$ cat src/rtl/core_seq_ctrl_if.sv
// Memory-side handshakes of the RV32I sequencer: instruction and data request/grant/response.
// Latency: none, wires only.
// Backpressure: requests are held by the master until the slave raises gnt.
interface core_seq_ctrl_if;
  logic imem_req;
  logic imem_gnt;
  logic imem_rvalid;
  logic dmem_req;
  logic dmem_we;
  logic dmem_gnt;
  logic dmem_rvalid;

  modport master (
    output imem_req,
    input  imem_gnt,
    input  imem_rvalid,
    output dmem_req,
    output dmem_we,
    input  dmem_gnt,
    input  dmem_rvalid
  );

  modport slave (
    input  imem_req,
    output imem_gnt,
    output imem_rvalid,
    input  dmem_req,
    input  dmem_we,
    output dmem_gnt,
    output dmem_rvalid
  );
endinterface

$ cat src/rtl/core_seq_ctrl.sv
// Multi-cycle RV32I sequencer: FETCH/IWAIT/DECODE/EXEC/MEM/MWAIT/WB with halt, error code, retire count.
// Latency: ALU 5, branch 4, load 7, store 6 cycles with zero-wait memory.
// Backpressure: requests are held until gnt; a response wait longer than TIMEOUT cycles traps to HALT.
module core_seq_ctrl #(
  parameter int CNT_W   = 32,
  parameter int TIMEOUT = 64,
  parameter int TO_W    = 7
) (
  input  logic                 clk,
  input  logic                 rst_n,
  input  logic                 run,
  core_seq_ctrl_if.master      mem,
  output logic                 ir_we,
  input  logic                 is_load,
  input  logic                 is_store,
  input  logic                 is_branch,
  input  logic                 is_jump,
  input  logic                 is_illegal,
  input  logic                 br_taken,
  output logic                 pc_we,
  output logic                 pc_sel,
  output logic                 rf_we,
  output logic                 halted,
  output logic [1:0]           err_code,
  output logic [CNT_W-1:0]     retired
);

  typedef enum logic [3:0] {
    IDLE   = 4'd0,
    FETCH  = 4'd1,
    IWAIT  = 4'd2,
    DECODE = 4'd3,
    EXEC   = 4'd4,
    MEM    = 4'd5,
    MWAIT  = 4'd6,
    WB     = 4'd7,
    HALT   = 4'd8
  } state_t;

  localparam logic [1:0] ERR_ILL  = 2'b01;
  localparam logic [1:0] ERR_IMEM = 2'b10;
  localparam logic [1:0] ERR_DMEM = 2'b11;

  state_t          state;
  logic [TO_W-1:0] to_cnt;
  logic            is_mem;
  logic            to_hit;
  logic            retire;
  state_t          after_retire;

  assign is_mem       = is_load | is_store;
  // Last waiting cycle: no response by now means the bus has hung.
  assign to_hit       = (to_cnt == TO_W'(TIMEOUT - 1));
  assign retire       = ((state == EXEC) && !is_mem && is_branch) ||
                        ((state == MWAIT) && mem.dmem_rvalid && is_store) ||
                        (state == WB);
  // A dropped run only takes effect at the retire point, never mid-instruction.
  assign after_retire = run ? FETCH : IDLE;

  // Strobes decode straight off the state flop, qualified only by same-cycle class/response inputs.
  assign mem.imem_req = (state == FETCH);
  assign mem.dmem_req = (state == MEM);
  assign mem.dmem_we  = (state == MEM) && is_store;
  assign ir_we        = (state == IWAIT) && mem.imem_rvalid;
  assign rf_we        = (state == WB);
  assign pc_we        = retire;
  assign pc_sel       = ((state == EXEC) && !is_mem && is_branch && br_taken) ||
                        ((state == WB) && is_jump);
  assign halted       = (state == HALT);

  // Sequencer state, timeout counter, sticky error code and retire counter.
  always_ff @(posedge clk or negedge rst_n) begin
    if (!rst_n) begin
      state    <= IDLE;
      to_cnt   <= '0;
      err_code <= 2'b00;
      retired  <= '0;
    end else begin
      if (retire) begin
        retired <= retired + CNT_W'(1);
      end
      case (state)
        IDLE: begin
          if (run) state <= FETCH;
        end
        FETCH: begin
          if (mem.imem_gnt) begin
            state  <= IWAIT;
            to_cnt <= '0;
          end
        end
        IWAIT: begin
          if (mem.imem_rvalid) begin
            state <= DECODE;
          end else if (to_hit) begin
            state    <= HALT;
            err_code <= ERR_IMEM;
          end else begin
            to_cnt <= to_cnt + TO_W'(1);
          end
        end
        DECODE: begin
          if (is_illegal) begin
            state    <= HALT;
            err_code <= ERR_ILL;
          end else begin
            state <= EXEC;
          end
        end
        EXEC: begin
          if (is_mem)         state <= MEM;
          else if (is_branch) state <= after_retire;
          else                state <= WB;
        end
        MEM: begin
          if (mem.dmem_gnt) begin
            state  <= MWAIT;
            to_cnt <= '0;
          end
        end
        MWAIT: begin
          if (mem.dmem_rvalid) begin
            state <= is_store ? after_retire : WB;
          end else if (to_hit) begin
            state    <= HALT;
            err_code <= ERR_DMEM;
          end else begin
            to_cnt <= to_cnt + TO_W'(1);
          end
        end
        WB:      state <= after_retire;
        HALT:    state <= HALT;
        default: state <= IDLE;
      endcase
    end
  end

endmodule

$ cat src/flat_wrapper.sv
// flat-port wrapper written by rule: the top's interface ports become plain ports
module core_seq_ctrl_flat 
#(
  parameter int CNT_W   = 32,
  parameter int TIMEOUT = 64,
  parameter int TO_W    = 7
)
  (clk, rst_n, run, ir_we, is_load, is_store, is_branch, is_jump, is_illegal, br_taken, pc_we, pc_sel, rf_we, halted, err_code, retired, mem_imem_req, mem_imem_gnt, mem_imem_rvalid, mem_dmem_req, mem_dmem_we, mem_dmem_gnt, mem_dmem_rvalid);
  core_seq_ctrl_if mem_i ();
  input  logic clk;
  input  logic rst_n;
  input  logic run;
  output logic ir_we;
  input  logic is_load;
  input  logic is_store;
  input  logic is_branch;
  input  logic is_jump;
  input  logic is_illegal;
  input  logic br_taken;
  output logic pc_we;
  output logic pc_sel;
  output logic rf_we;
  output logic halted;
  output logic [1:0] err_code;
  output logic [CNT_W-1:0] retired;
  output wire logic [$bits(mem_i.imem_req)-1:0] mem_imem_req;
  input wire logic [$bits(mem_i.imem_gnt)-1:0] mem_imem_gnt;
  input wire logic [$bits(mem_i.imem_rvalid)-1:0] mem_imem_rvalid;
  output wire logic [$bits(mem_i.dmem_req)-1:0] mem_dmem_req;
  output wire logic [$bits(mem_i.dmem_we)-1:0] mem_dmem_we;
  input wire logic [$bits(mem_i.dmem_gnt)-1:0] mem_dmem_gnt;
  input wire logic [$bits(mem_i.dmem_rvalid)-1:0] mem_dmem_rvalid;
  assign mem_imem_req = mem_i.imem_req;
  assign mem_i.imem_gnt = mem_imem_gnt;
  assign mem_i.imem_rvalid = mem_imem_rvalid;
  assign mem_dmem_req = mem_i.dmem_req;
  assign mem_dmem_we = mem_i.dmem_we;
  assign mem_i.dmem_gnt = mem_dmem_gnt;
  assign mem_i.dmem_rvalid = mem_dmem_rvalid;
  core_seq_ctrl #(.CNT_W(CNT_W), .TIMEOUT(TIMEOUT), .TO_W(TO_W)) u_core (.clk(clk), .rst_n(rst_n), .run(run), .mem(mem_i), .ir_we(ir_we), .is_load(is_load), .is_store(is_store), .is_branch(is_branch), .is_jump(is_jump), .is_illegal(is_illegal), .br_taken(br_taken), .pc_we(pc_we), .pc_sel(pc_sel), .rf_we(rf_we), .halted(halted), .err_code(err_code), .retired(retired));
endmodule
$ cat config.mk
export PLATFORM = sky130hd
export DESIGN_NAME = core_seq_ctrl_flat
export DESIGN_NICKNAME = d
export VERILOG_FILES = /design/src/rtl/core_seq_ctrl_if.sv /design/src/rtl/core_seq_ctrl.sv /design/src/flat_wrapper.sv
export SDC_FILE = /design/constraint.sdc
export NUM_CORES = 1
export LEC_CHECK = 0
export BUFFER_PORTS_ARGS = -buffer_cell sky130_fd_sc_hd__buf_2
export CAP_MARGIN = 20
export CORE_MARGIN = 1.5
export CORE_UTILIZATION = 57
export CTS_CLUSTER_SIZE = 25
export DETAILED_ROUTE_END_ITERATION = 8
export PLACE_DENSITY = 0.84
export SYNTH_ARGS = -nofsm -noshare
export SYNTH_HDL_FRONTEND = slang
export SYNTH_SLANG_ARGS = --single-unit
$ cat constraint.sdc
create_clock -name clk -period 6.43 [get_ports clk]
set_input_delay 0.643 -clock clk [delete_from_list [all_inputs] [get_ports clk]]
set_output_delay 0.643 -clock clk [all_outputs]
set_load 0.01 [all_outputs]
Yosys cells after proc, flatten, opt, wreduce, memory -nomap -nowiden
Cells that the tools add are included.
Widths: inputs -> output; s select.

word-level totals
  bits in registers = 45
  input bits = 13
  output and inout bits = 42
  word-level logic and storage cells = 66

operators by class
  add/sub/neg operators = 2
  eq/ne operators = 17
  multiplexer cells = 24
  bitwise operators = 1
  reduce and logical (&&, ||, !) cells = 18

operators by type and width
  operator               number
  $mux 4                 10
  $pmux 4 s9             1
  $mux 7                 5
  $add 32x1->32 const B  1
  $pmux 7 s4             1
  $eq 4x3->1 const B     4
  $mux 2                 5
  $eq 4x2->1 const B     2
  $logic_and 1x1->1      8
  $ne 2x1->1 const B     4
  $ne 2x2->1 const B     4
  $add 7x1->7 const B    1
  $eq 7x6->1 const B     1
  $pmux 2 s3             1
  $reduce_and 6->1       1
  $reduce_and 5->1       1
  $eq 4x1->1 const B     1
  $eq 4x4->1 const B     1
  $logic_not 4->1        1
  $reduce_bool 4->1      1
  $logic_or 1x1->1       3
  $reduce_and 3->1       1
  $reduce_bool 3->1      1
  $logic_not 1->1        1
  2 further kinds        2

Depth between registers and ports, before layout
  depth after elaboration = 6
  gate-level depth with buffers = 7
  gate-level depth less buffers = 6

Least setup slack after synthesis
No wires, ideal clock.

  path kind = input to output
  start = input is_store
  end = output pc_we
  arrival time = 1.797 ns
  required time = 5.787 ns
  path slack = 3.990 ns
  stages on the path = 3
  buffers on the path = 0
  cell sequence = or4b_4 > mux2_4 > nor2_1

on the way
  longest elaborated chain between the ends = 6
  elaborated cells on any way between the ends = 7
  classes of those cells = bitwise: 1; reduce/logical: 6

RTL lines
  what                            line                 text
  from (decl)                     flat_wrapper.sv:15   input logic is_store;
  $or 1x1->1                      core_seq_ctrl.sv:51  assign is_mem = is_load | is_store;
  $logic_not 1->1                 core_seq_ctrl.sv:54  assign retire = ((state == EXEC) && !is_mem && is_branch) ||
  $logic_and 1x1->1 (2 in a row)  core_seq_ctrl.sv:54
  $logic_or 1x1->1 (*)            core_seq_ctrl.sv:54
  $logic_or 1x1->1 (*)            core_seq_ctrl.sv:55  ((state == MWAIT) && mem.dmem_rvalid && is_store) ||
  to (decl)                       flat_wrapper.sv:20   output logic pc_we;

Mark *: on every way between the ends. The rest lies on a longest branch, timed or not.

Final worst setup path
  start = register u_core.state[0]
  end = output pc_we

on the way
  longest elaborated chain between the ends = 5
  elaborated cells on any way between the ends = 9
  classes of those cells = eq/ne: 3; reduce/logical: 6

RTL lines
  what                                                      line                                      text
  from (decl)                                               core_seq_ctrl.sv:44                       state_t state;
  from (signal assigned)                                    core_seq_ctrl.sv:112                      else if (is_branch) state <= after_retire;
  from (signal assigned)                                    core_seq_ctrl.sv:123                      state <= is_store ? after_retire : WB;
  from (signal assigned)                                    core_seq_ctrl.sv:131                      WB: state <= after_retire;
  $eq 4x3->1, on equally long branches                      core_seq_ctrl.sv:54, core_seq_ctrl.sv:55
  $logic_and 1x1->1, on equally long branches (2 in a row)  core_seq_ctrl.sv:54, core_seq_ctrl.sv:55
  $logic_or 1x1->1                                          core_seq_ctrl.sv:54
  $logic_or 1x1->1 (*)                                      core_seq_ctrl.sv:55

Marked as above.

==> summary.txt <==
Vias - 1963
Sequential power share - 50.0%
Final core utilization - 69.0%
Total negative slack - 0 ps
Skew-Pair Late Insertion Delay - 300 ps
Crit path cell chain - or4b_4 > mux2_4 > nor2_1 > buf_2
DRC Markers - 0
Crit path kind - register to output pin
Postcts setup bufs - 0
# hold bufs at CTS - 0
Crit. End Element - output pin
CP top delay family - simple AND/OR/NAND/NOR gates
Crit path launch type - register
Measured slew at the worst slew-check pin - 888 ps
Pwr/cell area - 275 nW/µm²
Post-route ant nets - 0
Worst Setup SP - u_core.state[0]
Comb pwr share - 26.2%
Filler cell count in the final layout - 316
Final hold vios - 0
Core Area - 3970 µm²
Clock Tree Root - clkbuf_8
Area growth syn-to-layout - 17.8%
Worst min path class - primary input to async pin
Maximum vdd drop - 183 µV
Top Metal Used - met4
RSZ-0062 raised after global routing - no
Pleak - 1.38 nW
Min Tclk post-route - 3000 ps
WL met1 - 2250 µm
Fin nets - 305
Syn. warnings - 0
WP data required - 5790 ps
Global placer's final weighted congestion - 0.887
Port Buffers - 54
Filler-free cell count of the finished design - 341
Wire length on met3 - 227 µm
Pre-CTS setup slack - 3530 ps
Largest net degree at the start of global routing - 46
Post-CTS resize count - 0
WL/cell - 14.8 µm
Internal Power - 0.000481 W
Initial Util - 58.6%
TritonCTS clock tree - done
Syn Area/Cell - 9.90 µm²
First-pass GRT wire length - 7960 µm
Final setup violating endpoints - 0
Distinct cell type count after synthesis - 42
R2R Path Start - u_core.state[0]
TritonCTS Sinks - 45
Slew Viols, Final - 0
GR Overflow Total - 0
Switch share - 36.2%
Fin crit share - 46.7%
Flops & latches, synth - 45
Dpl cells - 332
Syn Std Cell Area - 2330 µm²
Max incr delay on CP - 630 ps
Worst Path Arrival - 2360 ps
Met2 routed WL - 2520 µm
Synth Instances - 235
Ports - 55
GRT Total Usage - 24.0%
CTS Buffer Depth - 2
Syn nets - 250
Slew Limit Headroom - 40.1%
Final hold slack - 132 ps
Register-to-Register Setup Slack - 3620 ps
Chip height - 66.9 µm
R2R depth - 5
Initial DRC count - 105
Crit path setup slack, layout - 3430 ps
Row count - 23
Worst path bufs/invs - 1
Fmax - 0.333 GHz
Clock power share - 23.7%
Die X-Extent - 66.9 µm
Die area - 4470 µm²
CTS Buf Count - 5
Number of global-route vias before repair - 1702
Worst Clk Skew - 9.22 ps
Maximum fanout along the worst path - 17
Diode count - 0
Critical path's slowest cell - or4b_4
CTS clock-pin slew for the worst setup and hold paths - 90 ps
DRT Wirelength - 5060 µm
Share of layout cells above drive strength 1 - 23.7%
DRT Pass-1 Iters - 5
H-tree depth - 2
Status - completed
P_sw - 0.000273 W
R2r endpoint - u_core.retired[31]
MaxCap Viol Count - 0
Initial antenna violation count - 0
Via-to-Cell Ratio - 5.76
Sequential share of the synthesized area - 48.4%
HPWL Detailed - 3500 µm
[layout by cell type (no fill, tap or decap), drive strengths merged, types with 4 or more instances in the layout]
| cell type | count |
|---|---|
| buf | 55 |
| dfrtp | 45 |
| nand2 | 22 |
| nor2 | 20 |
| nand3 | 17 |
| xnor2 | 17 |
| xor2 | 14 |
| nor3 | 8 |
| and3 | 8 |
| a21oi | 7 |
| a31oi | 7 |
| nand4 | 7 |
| nand2b | 6 |
| o21ai | 6 |
| inv | 6 |
| clkbuf | 5 |
| nor2b | 4 |
| mux2i | 4 |
[worst max path at each step]
stage	endpoint	slack (ps)	depth (start not counted)
after floorplan	pc_we	3990	3
after global placement	u_core.retired[31]	3590	6
after detailed placement	u_core.retired[31]	3530	6
after CTS	pc_we	3420	4
after global routing	pc_we	3330	4
final	pc_we	3430	4
[power by group through the flow]
stage	Sequential [W]	Clock, W	Combinational, W
final	0.000377	0.000179	0.000198
after floorplan	0.000348	0	0.000167
after global routing	0.000386	0.000194	0.000225
after global placement	0.000378	0	0.000192
after detailed placement	0.000380	0	0.000196
after CTS	0.000376	0.000183	0.000198
[logic make-up (layout without fill, tap and decap cells)]
logic type / Yosys count / in the layout / share of synthesized area [%]
muxes: 6 / 6 / 2.85
xor gates and xnor gates: 31 / 31 / 11.7
buffers and inverters: 12 / 68 / 2.04
AOI/OAI and AO/OA: 29 / 29 / 8.02
DFF: 45 / 45 / 48.4
adders and majority gates: 2 / 2 / 1.08
and+or+nand+nor: 110 / 110 / 25.9
[Yosys cell counts (all sizes together)]
cell type,n,area (µm²)
nand4b,1,8.76
nand3b,2,15.0
o311ai,2,17.5
a21boi,1,7.51
o2111ai,1,8.76
and4,3,26.3
xor2,14,123
and2,2,12.5
buf,2,10.0
and3,8,50.1
or4b,1,13.8
nand2b,6,37.5
a211oi,1,7.51
nor4b,1,8.76
or3,1,6.26
mux2i,4,40.0
nor3,8,40.0
nand4bb,1,11.3
nor4,3,40.0
nand4,7,43.8
or2,1,6.26
a21oi,7,35.0
o22a,1,8.76
ha,2,25.0
a311o,1,10.0
clkbuf,5,18.8
nand3,17,85.1
nor2b,4,25.0
a31oi,7,43.8
inv,5,18.8
nor2,20,75.1
o41ai,1,8.76
xnor2,17,149
nand2,22,82.6
o21ai,6,30.0
a211o,1,8.76
dfrtp,45,1130
mux2,2,26.3
nor3b,2,15.0
[flip-flops by register name (all words and copies together), names as in the netlist]
register	cells
u_core.retired	32
u_core.to_cnt	7
u_core.state	4
u_core.err_code	2
[layout make-up]
| class | instances | area, µm² | share of cell area [%] |
|---|---|---|---|
| tap | 50 | 62.6 | 2.28 |
| sequential | 45 | 1130 | 41.1 |
| timing repair buffer | 55 | 290 | 10.6 |
| clock inverter | 3 | 21.3 | 0.776 |
| multi-input combinational | 178 | 1150 | 42.1 |
| clock buffer | 5 | 68.8 | 2.51 |
| inverter | 5 | 18.8 | 0.685 |
[metrics by stage]
step | instance area [µm²] | total power [W]
2_1_floorplan | 2330 | 0.000515
3_3_place_gp | 2630 | 0.000569
3_5_place_dp | 2630 | 0.000577
4_1_cts | 2720 | 0.000757
5_1_grt | 2740 | 0.000804
6_report | 2740 | 0.000754
[routing by layer]
layer | vias to the layer above | track usage (%)
met1 | 963 | 31.0
met3 | 6 | 5.07
met4 | 0 | 7.65
met5 | - | 0
li1 | 945 | -
met2 | 49 | 40.1
Note: power is estimated with default switching activity, not from simulation.
